--- src/rtl/led_pattern_pkg.sv ---
// Shared definitions for the LED pattern engine.
//   - pattern mode codes carried on cfg_mode
//   - control FSM and breathe direction encodings
//   - clog2 helper used to size the tick prescaler
package led_pattern_pkg;

    localparam logic [2:0] MODE_OFF     = 3'd0;
    localparam logic [2:0] MODE_ON      = 3'd1;
    localparam logic [2:0] MODE_BLINK   = 3'd2;
    localparam logic [2:0] MODE_CHASE   = 3'd3;
    localparam logic [2:0] MODE_BREATHE = 3'd4;

    typedef enum logic [1:0] {
        ST_IDLE  = 2'd0,
        ST_APPLY = 2'd1,
        ST_RUN   = 2'd2
    } state_t;

    typedef enum logic {
        DIR_UP   = 1'b0,
        DIR_DOWN = 1'b1
    } dir_t;

    // Bits needed to hold values 0..value-1; never less than one bit.
    function automatic int clog2(input int value);
        int w;
        w = 0;
        for (int i = 0; i < 31; i++) begin
            if ((longint'(1) << i) < longint'(value)) begin
                w = i + 1;
            end else begin
                w = w;
            end
        end
        return (w < 1) ? 1 : w;
    endfunction

    // Modes that produce a running pattern; everything else parks in IDLE.
    function automatic logic mode_is_active(input logic [2:0] mode);
        return (mode >= MODE_ON) && (mode <= MODE_BREATHE);
    endfunction

endpackage

--- src/rtl/tick_gen.sv ---
// Free-running prescaler producing the pattern tick.
//   clk  : system clock
//   rst  : asynchronous active-low reset
//   tick : high for one clock when the count is DIV-1
module tick_gen
    import led_pattern_pkg::*;
#(
    parameter int DIV = 10
) (
    input  logic clk,
    input  logic rst,
    output logic tick
);

    localparam int             W    = clog2(DIV);
    localparam logic [W-1:0]   LAST = W'(DIV - 1);

    logic [W-1:0] cnt_r;

    // Prescaler count 0..DIV-1, wrapping.
    always_ff @(posedge clk or negedge rst) begin
        if (!rst) begin
            cnt_r <= '0;
        end else if (cnt_r == LAST) begin
            cnt_r <= '0;
        end else begin
            cnt_r <= cnt_r + W'(1);
        end
    end

    assign tick = (cnt_r == LAST);

endmodule

--- src/rtl/led_pattern_gen.sv ---
// Multi-channel LED pattern engine (off / on / blink / chase / breathe).
//   clk        : system clock
//   rst        : asynchronous active-low reset
//   cfg_valid  : config request
//   cfg_ready  : config accepted this cycle when high (low only in APPLY)
//   cfg_mode   : 0 OFF, 1 ON, 2 BLINK, 3 CHASE, 4 BREATHE, 5-7 reserved
//   cfg_period : ticks per pattern step, 0 behaves as 1
//   cfg_err    : sticky flag, last accepted mode was reserved
//   light      : registered light outputs
//   step_pulse : one-clock pulse on every pattern step
module led_pattern_gen
    import led_pattern_pkg::*;
#(
    parameter int CLK_HZ     = 50_000_000,
    parameter int TICK_HZ    = 1_000,
    parameter int N_CH       = 8,
    parameter int PWM_BITS   = 8,
    parameter int DEF_PERIOD = 500
) (
    input  logic                clk,
    input  logic                rst,
    input  logic                cfg_valid,
    output logic                cfg_ready,
    input  logic [2:0]          cfg_mode,
    input  logic [15:0]         cfg_period,
    output logic                cfg_err,
    output logic [N_CH-1:0]     light,
    output logic                step_pulse
);

    localparam int                  DIV          = CLK_HZ / TICK_HZ;
    localparam logic [PWM_BITS-1:0] DUTY_MAX     = '1;
    localparam logic [15:0]         DEF_PERIOD_C = 16'(DEF_PERIOD);
    localparam logic [N_CH-1:0]     CHASE_INIT   = N_CH'(1);

    logic                 tick_s;
    logic                 accept_s;
    logic                 step_s;

    state_t               state_r, state_nxt_s;
    logic [2:0]           mode_r;
    logic [15:0]          period_r;
    logic [15:0]          step_cnt_r, step_cnt_nxt_s;
    logic [PWM_BITS-1:0]  pwm_cnt_r, pwm_nxt_s;
    logic [PWM_BITS-1:0]  duty_r, duty_nxt_s;
    dir_t                 dir_r, dir_nxt_s;
    logic [N_CH-1:0]      chase_r, chase_nxt_s;
    logic                 blink_r, blink_nxt_s;
    logic [N_CH-1:0]      light_r, light_nxt_s;
    logic                 cfg_ready_r;
    logic                 cfg_err_r;
    logic                 step_pulse_r;

    tick_gen #(
        .DIV (DIV)
    ) u_tick_gen (
        .clk  (clk),
        .rst  (rst),
        .tick (tick_s)
    );

    // cfg_ready_r is low exactly in APPLY, so an accept can never land there.
    assign accept_s = cfg_valid && cfg_ready_r;

    // An accept in the same cycle discards the step that would have happened.
    assign step_s = (state_r == ST_RUN) && tick_s &&
                    (step_cnt_r == (period_r - 16'd1)) && !accept_s;

    // Control FSM next state.
    always_comb begin
        state_nxt_s = state_r;
        case (state_r)
            ST_IDLE: begin
                if (accept_s) begin
                    state_nxt_s = ST_APPLY;
                end else begin
                    state_nxt_s = ST_IDLE;
                end
            end
            ST_APPLY: begin
                if (mode_is_active(mode_r)) begin
                    state_nxt_s = ST_RUN;
                end else begin
                    state_nxt_s = ST_IDLE;
                end
            end
            ST_RUN: begin
                if (accept_s) begin
                    state_nxt_s = ST_APPLY;
                end else begin
                    state_nxt_s = ST_RUN;
                end
            end
            default: begin
                state_nxt_s = ST_IDLE;
            end
        endcase
    end

    // Pattern state next values: step counter, PWM counter, blink, chase, breathe.
    always_comb begin
        step_cnt_nxt_s = step_cnt_r;
        pwm_nxt_s      = pwm_cnt_r + PWM_BITS'(1);
        duty_nxt_s     = duty_r;
        dir_nxt_s      = dir_r;
        chase_nxt_s    = chase_r;
        blink_nxt_s    = blink_r;
        if (accept_s) begin
            step_cnt_nxt_s = 16'd0;
            pwm_nxt_s      = '0;
            duty_nxt_s     = '0;
            dir_nxt_s      = DIR_UP;
            chase_nxt_s    = CHASE_INIT;
            blink_nxt_s    = 1'b0;
        end else begin
            if ((state_r == ST_RUN) && tick_s) begin
                if (step_s) begin
                    step_cnt_nxt_s = 16'd0;
                end else begin
                    step_cnt_nxt_s = step_cnt_r + 16'd1;
                end
            end else begin
                step_cnt_nxt_s = step_cnt_r;
            end
            if (step_s) begin
                blink_nxt_s = ~blink_r;
                chase_nxt_s = {chase_r[N_CH-2:0], chase_r[N_CH-1]};
                // Endpoints turn around immediately so each is held one step only.
                case (dir_r)
                    DIR_UP: begin
                        if (duty_r == DUTY_MAX) begin
                            dir_nxt_s  = DIR_DOWN;
                            duty_nxt_s = DUTY_MAX - PWM_BITS'(1);
                        end else begin
                            duty_nxt_s = duty_r + PWM_BITS'(1);
                        end
                    end
                    DIR_DOWN: begin
                        if (duty_r == '0) begin
                            dir_nxt_s  = DIR_UP;
                            duty_nxt_s = PWM_BITS'(1);
                        end else begin
                            duty_nxt_s = duty_r - PWM_BITS'(1);
                        end
                    end
                    default: begin
                        dir_nxt_s  = DIR_UP;
                        duty_nxt_s = '0;
                    end
                endcase
            end else begin
                blink_nxt_s = blink_r;
                chase_nxt_s = chase_r;
            end
        end
    end

    // Light decode from next pattern state, so the lights change on the same
    // edge as step_pulse. The old pattern is held through the accept cycle.
    always_comb begin
        light_nxt_s = light_r;
        if (accept_s) begin
            light_nxt_s = light_r;
        end else begin
            case (mode_r)
                MODE_ON:      light_nxt_s = '1;
                MODE_BLINK:   light_nxt_s = {N_CH{blink_nxt_s}};
                MODE_CHASE:   light_nxt_s = chase_nxt_s;
                MODE_BREATHE: light_nxt_s = {N_CH{(pwm_nxt_s < duty_nxt_s)}};
                default:      light_nxt_s = '0;
            endcase
        end
    end

    // FSM state, configuration latch and handshake/status outputs.
    always_ff @(posedge clk or negedge rst) begin
        if (!rst) begin
            state_r      <= ST_IDLE;
            mode_r       <= MODE_OFF;
            period_r     <= DEF_PERIOD_C;
            cfg_ready_r  <= 1'b1;
            cfg_err_r    <= 1'b0;
            step_pulse_r <= 1'b0;
        end else begin
            state_r      <= state_nxt_s;
            cfg_ready_r  <= !accept_s;
            step_pulse_r <= step_s;
            if (accept_s) begin
                mode_r    <= cfg_mode;
                period_r  <= (cfg_period == 16'd0) ? 16'd1 : cfg_period;
                cfg_err_r <= (cfg_mode > MODE_BREATHE);
            end else begin
                mode_r    <= mode_r;
                period_r  <= period_r;
                cfg_err_r <= cfg_err_r;
            end
        end
    end

    // Pattern state registers and the light output register.
    always_ff @(posedge clk or negedge rst) begin
        if (!rst) begin
            step_cnt_r <= 16'd0;
            pwm_cnt_r  <= '0;
            duty_r     <= '0;
            dir_r      <= DIR_UP;
            chase_r    <= CHASE_INIT;
            blink_r    <= 1'b0;
            light_r    <= '0;
        end else begin
            step_cnt_r <= step_cnt_nxt_s;
            pwm_cnt_r  <= pwm_nxt_s;
            duty_r     <= duty_nxt_s;
            dir_r      <= dir_nxt_s;
            chase_r    <= chase_nxt_s;
            blink_r    <= blink_nxt_s;
            light_r    <= light_nxt_s;
        end
    end

    assign cfg_ready  = cfg_ready_r;
    assign cfg_err    = cfg_err_r;
    assign light      = light_r;
    assign step_pulse = step_pulse_r;

endmodule

--- config.mk ---
export PLATFORM = sky130hd
export DESIGN_NAME = led_pattern_gen
export DESIGN_NICKNAME = d
export VERILOG_FILES = /design/src/rtl/led_pattern_pkg.sv /design/src/rtl/tick_gen.sv /design/src/rtl/led_pattern_gen.sv
export SDC_FILE = /design/constraint.sdc
export NUM_CORES = 1
export LEC_CHECK = 0
export ABC_AREA = 1
export BUFFER_PORTS_ARGS = -buffer_cell sky130_fd_sc_hd__buf_2
export CAP_MARGIN = 40
export CORE_AREA = 5 5 98 100
export CTS_CLUSTER_SIZE = 28
export DETAILED_ROUTE_END_ITERATION = 10
export DIE_AREA = 0 0 103 105
export GPL_ROUTABILITY_DRIVEN = 0
export PLACE_DENSITY = 0.84
export SYNTH_ARGS = -nofsm -noshare
export SYNTH_HDL_FRONTEND = slang
export SYNTH_SLANG_ARGS = --single-unit
--- constraint.sdc ---
create_clock -name clk -period 9.4 [get_ports clk]
set_clock_uncertainty 0.15 [all_clocks]
set_input_delay 2.35 -clock clk [delete_from_list [all_inputs] [get_ports clk]]
set_output_delay 2.35 -clock clk [all_outputs]
set_load 0.01 [all_outputs]
==> flow_summary_export.csv <==
group,metric,value,unit
pwr,peakVddDrop,0.121,mV
worst_setup_path,cp.arrival,5.21,ns
sta,setup_tns,0,ns
clock_tree,cts_sinks,90,
sta,hold_viol,0,
sta,relSlewSlack,46.6,%
outcome,run_status,"complete, no violations",
layout,final_net_count,782,
sta,timing.fmax,0.199,GHz
sta,fin_hold_ws,0.315,ns
yosys,syn_avg_cell_area,7.55,sq um
layout,fillCellCount,710,
detailed_routing,initialDrtViolationCount,343,
die,die_w,103,um
hold_path,hp-class,"register to register",
global_route,grt.overflow.total,0,
clock_tree,cts.repair.resized,0,
worst_setup_path,path_class,"input port to register",
clock_tree,cts_hold_buf,0,
clock_tree,cts_setup_buffers,0,
detailed_routing,route.met2.wl,5720,um
sta,period_needed,5.04,ns
global_route,grt_max_degree,57,
detailed_routing,top_layer_used,"met4",
yosys,syn-instance-count,713,
layout,drive_gt1_share,13.2,%
clock_tree,clkTransAtPathRegs,0.10,ns
yosys,synthTopCellsByCount,"nand2_1 (184), inv_1 (102), dfrtp_1 (82), nor2_1 (79), nand3_1 (43)",
detailed_routing,dr.pass1.iters,10,
yosys,synth-seq-cells,90,
sta,setup_viol,0,
clock_tree,clock_tree.root_cell,"clkbuf_8",
die,boundaryPins,33,
layout,register_area,2260,sq um
worst_setup_path,r2r_slack,5.09,ns
global_route,grt_usage,23.6,%
yosys,synth_area_leaders,"dfrtp_1 (38%), nand2_1 (13%), inv_1 (7.1%)",
layout,area_delta_synth_final,8.67,%
placed_design,pre_cts_slack,3.99,ns
yosys,syn-cell-area,5380,sq um
clock_tree,insertion_delay,0.37,ns
detailed_routing,wl_per_cell,14.0,um
layout,post-route-util,68.1,%
pwr,power.static_leakage,0.00301,uW
global_route,antenna_found_initial,0,
layout,finish.instance_area,5850,sq um
sta,timing.final.ws_setup,4.36,ns
die,core,8590,sq um
detailed_routing,drc,0,
detailed_routing,finalWirelength,12000,um
detailed_routing,wl_met1,5440,um
placed_design,port_buffers,32,
global_route,grt_pass1_vias,4488,
yosys,yosys.area.top_type,"dfrtp_1",
clock_tree,cts_buffers,9,
yosys,netlist.area_leader.share,38.1,%
yosys,synth_edf_count,0,
run,max-cap-violations,0,
yosys,ys_seq_area_share,42.0,%
yosys,synth_fp_nets,749,
yosys,synth_cell_type_count,47,
clock_tree,h-tree-depth,3,
yosys,ys_async_sr_fraction,100,%
sta,finalCritPeriodShare,53.6,%
pwr,powerDensity,147,nW/um^2
worst_setup_path,end_kind,"register",
clock_tree,clk_path_buf_depth,2,
detailed_routing,met3_length,719,um
worst_setup_path,start_kind,"input port",
global_route,grt_pass1_wl,20500,um
yosys,yosys_warnings,0,
placed_design,post_dp_cell_area,5650,sq um
detailed_routing,ant_nets,0,
sta,tightest_slew,0.780,ns
yosys,ys.flop_type,"dfrtp_1",
die,rows,34,
layout,antenna_cells,0,
sta,maxSlewViolCount,0,
yosys,post-synth-top-count-cell,"nand2_1",
sta,rsz0062_at_grt,"no",
worst_setup_path,crit_path_max_fanout,32,
die,die_h,105,um
die,start_util,62.7,%
die,die_area,10800,sq um
placed_design,dpl.hpwl,8920,um
detailed_routing,vias,4725,
worst_setup_path,cp.required,9.57,ns
layout,multi_input_area,2660,sq um
clock_tree,cts_tree,"built",
detailed_routing,viasPerCell,5.50,
==> critical path, cell delays in order <==
cell and delay (ns):
buf_2 0.09, nand2_1 0.05, buf_4 0.33, nand3_4 0.20, clkinv_2 0.19, o21ai_1 0.12
a211o_1 0.24, o21ai_2 0.08, inv_2 0.04, ha_1 0.28, a21oi_1 0.15, nor2_1 0.06
a2111oi_0 0.62, nand2_4 0.16, nand2_1 0.11, nand2_1 0.06, nand2_1 0.07
==> stage by stage <==
stage | cells | total power [uW]
floorplan | 713 | 543
global placement | 843 | 586
detailed placement | 843 | 593
CTS | 859 | 861
global route | 859 | 903
finish | 859 | 857
==> where the power goes <==
| group | switching, uW | internal (uW) |
|---|---|---|
| Sequential | 22.0 | 414 |
| Combinational | 100 | 51.3 |
| Clock | 145 | 125 |
==> worst paths after layout <==
kind,cells after the start,from,endpoint
max,17,cfg_valid,light[0]$_DFFE_PN0N_
min,1,state_r[0]$_DFF_PN0_,state_r[0]$_DFF_PN0_
max reg2reg,24,period_r[0]$_DFFE_PN0P_,light[0]$_DFFE_PN0N_
min reg2reg,1,state_r[0]$_DFF_PN0_,state_r[0]$_DFF_PN0_
max in group asynchronous,2,rst,step_cnt_r[13]$_DFFE_PN0P_
min in group asynchronous,1,rst,u_tick_gen.cnt_r[7]$_DFF_PN0_
==> logic make-up (layout without fill, tap and decap cells) <==
kind of cell	Yosys count	in the layout	share of synthesized area (%)
AND/OR/NAND/NOR	368	368	31.1
buffers and inverters	121	159	8.62
AO/OA/AOI/OAI	94	94	10.8
flip-flops	90	90	42.0
XOR/XNOR	26	26	4.23
adder cells (fa/ha/maj)	14	14	3.25
==> sequential cells by signal, indices dropped and copies added (netlist names), 2 cells and up <==
register	count
step_cnt_r	16
state_r	2
mode_r	3
light	8
duty_r	8
pwm_cnt_r	8
period_r	16
u_tick_gen.cnt_r	16
chase_r	8
==> layout make-up <==
type	count	share of cell area [%]
Multi-Input combinational cell	502	45.4
Sequential cell	90	38.7
Inverter	108	6.99
Timing Repair Buffer	35	3.17
Tap cell	108	2.31
Clock buffer	9	2.12
Clock inverter	7	1.33
==> layout by cell type, fill, tap and decap left out, types with 9 or more instances in the layout <==
cell / count
nand2_1: 184
inv_1: 102
dfrtp_1: 82
nor2_1: 79
nand3_1: 43
o21ai_0: 37
buf_2: 31
a21oi_1: 20
xor2_1: 18
ha_1: 14
nor3_1: 11
o22ai_1: 10
nand4_1: 9
clkbuf_8: 9
==> metal layers <==
layer  GRT usage (%)  vias up
met5               0        -
met4            6.29        0
met3            4.33       19
met2            36.8      150
met1            33.8     2211
li1                -     2345
(Power assumes the default switching activity.)
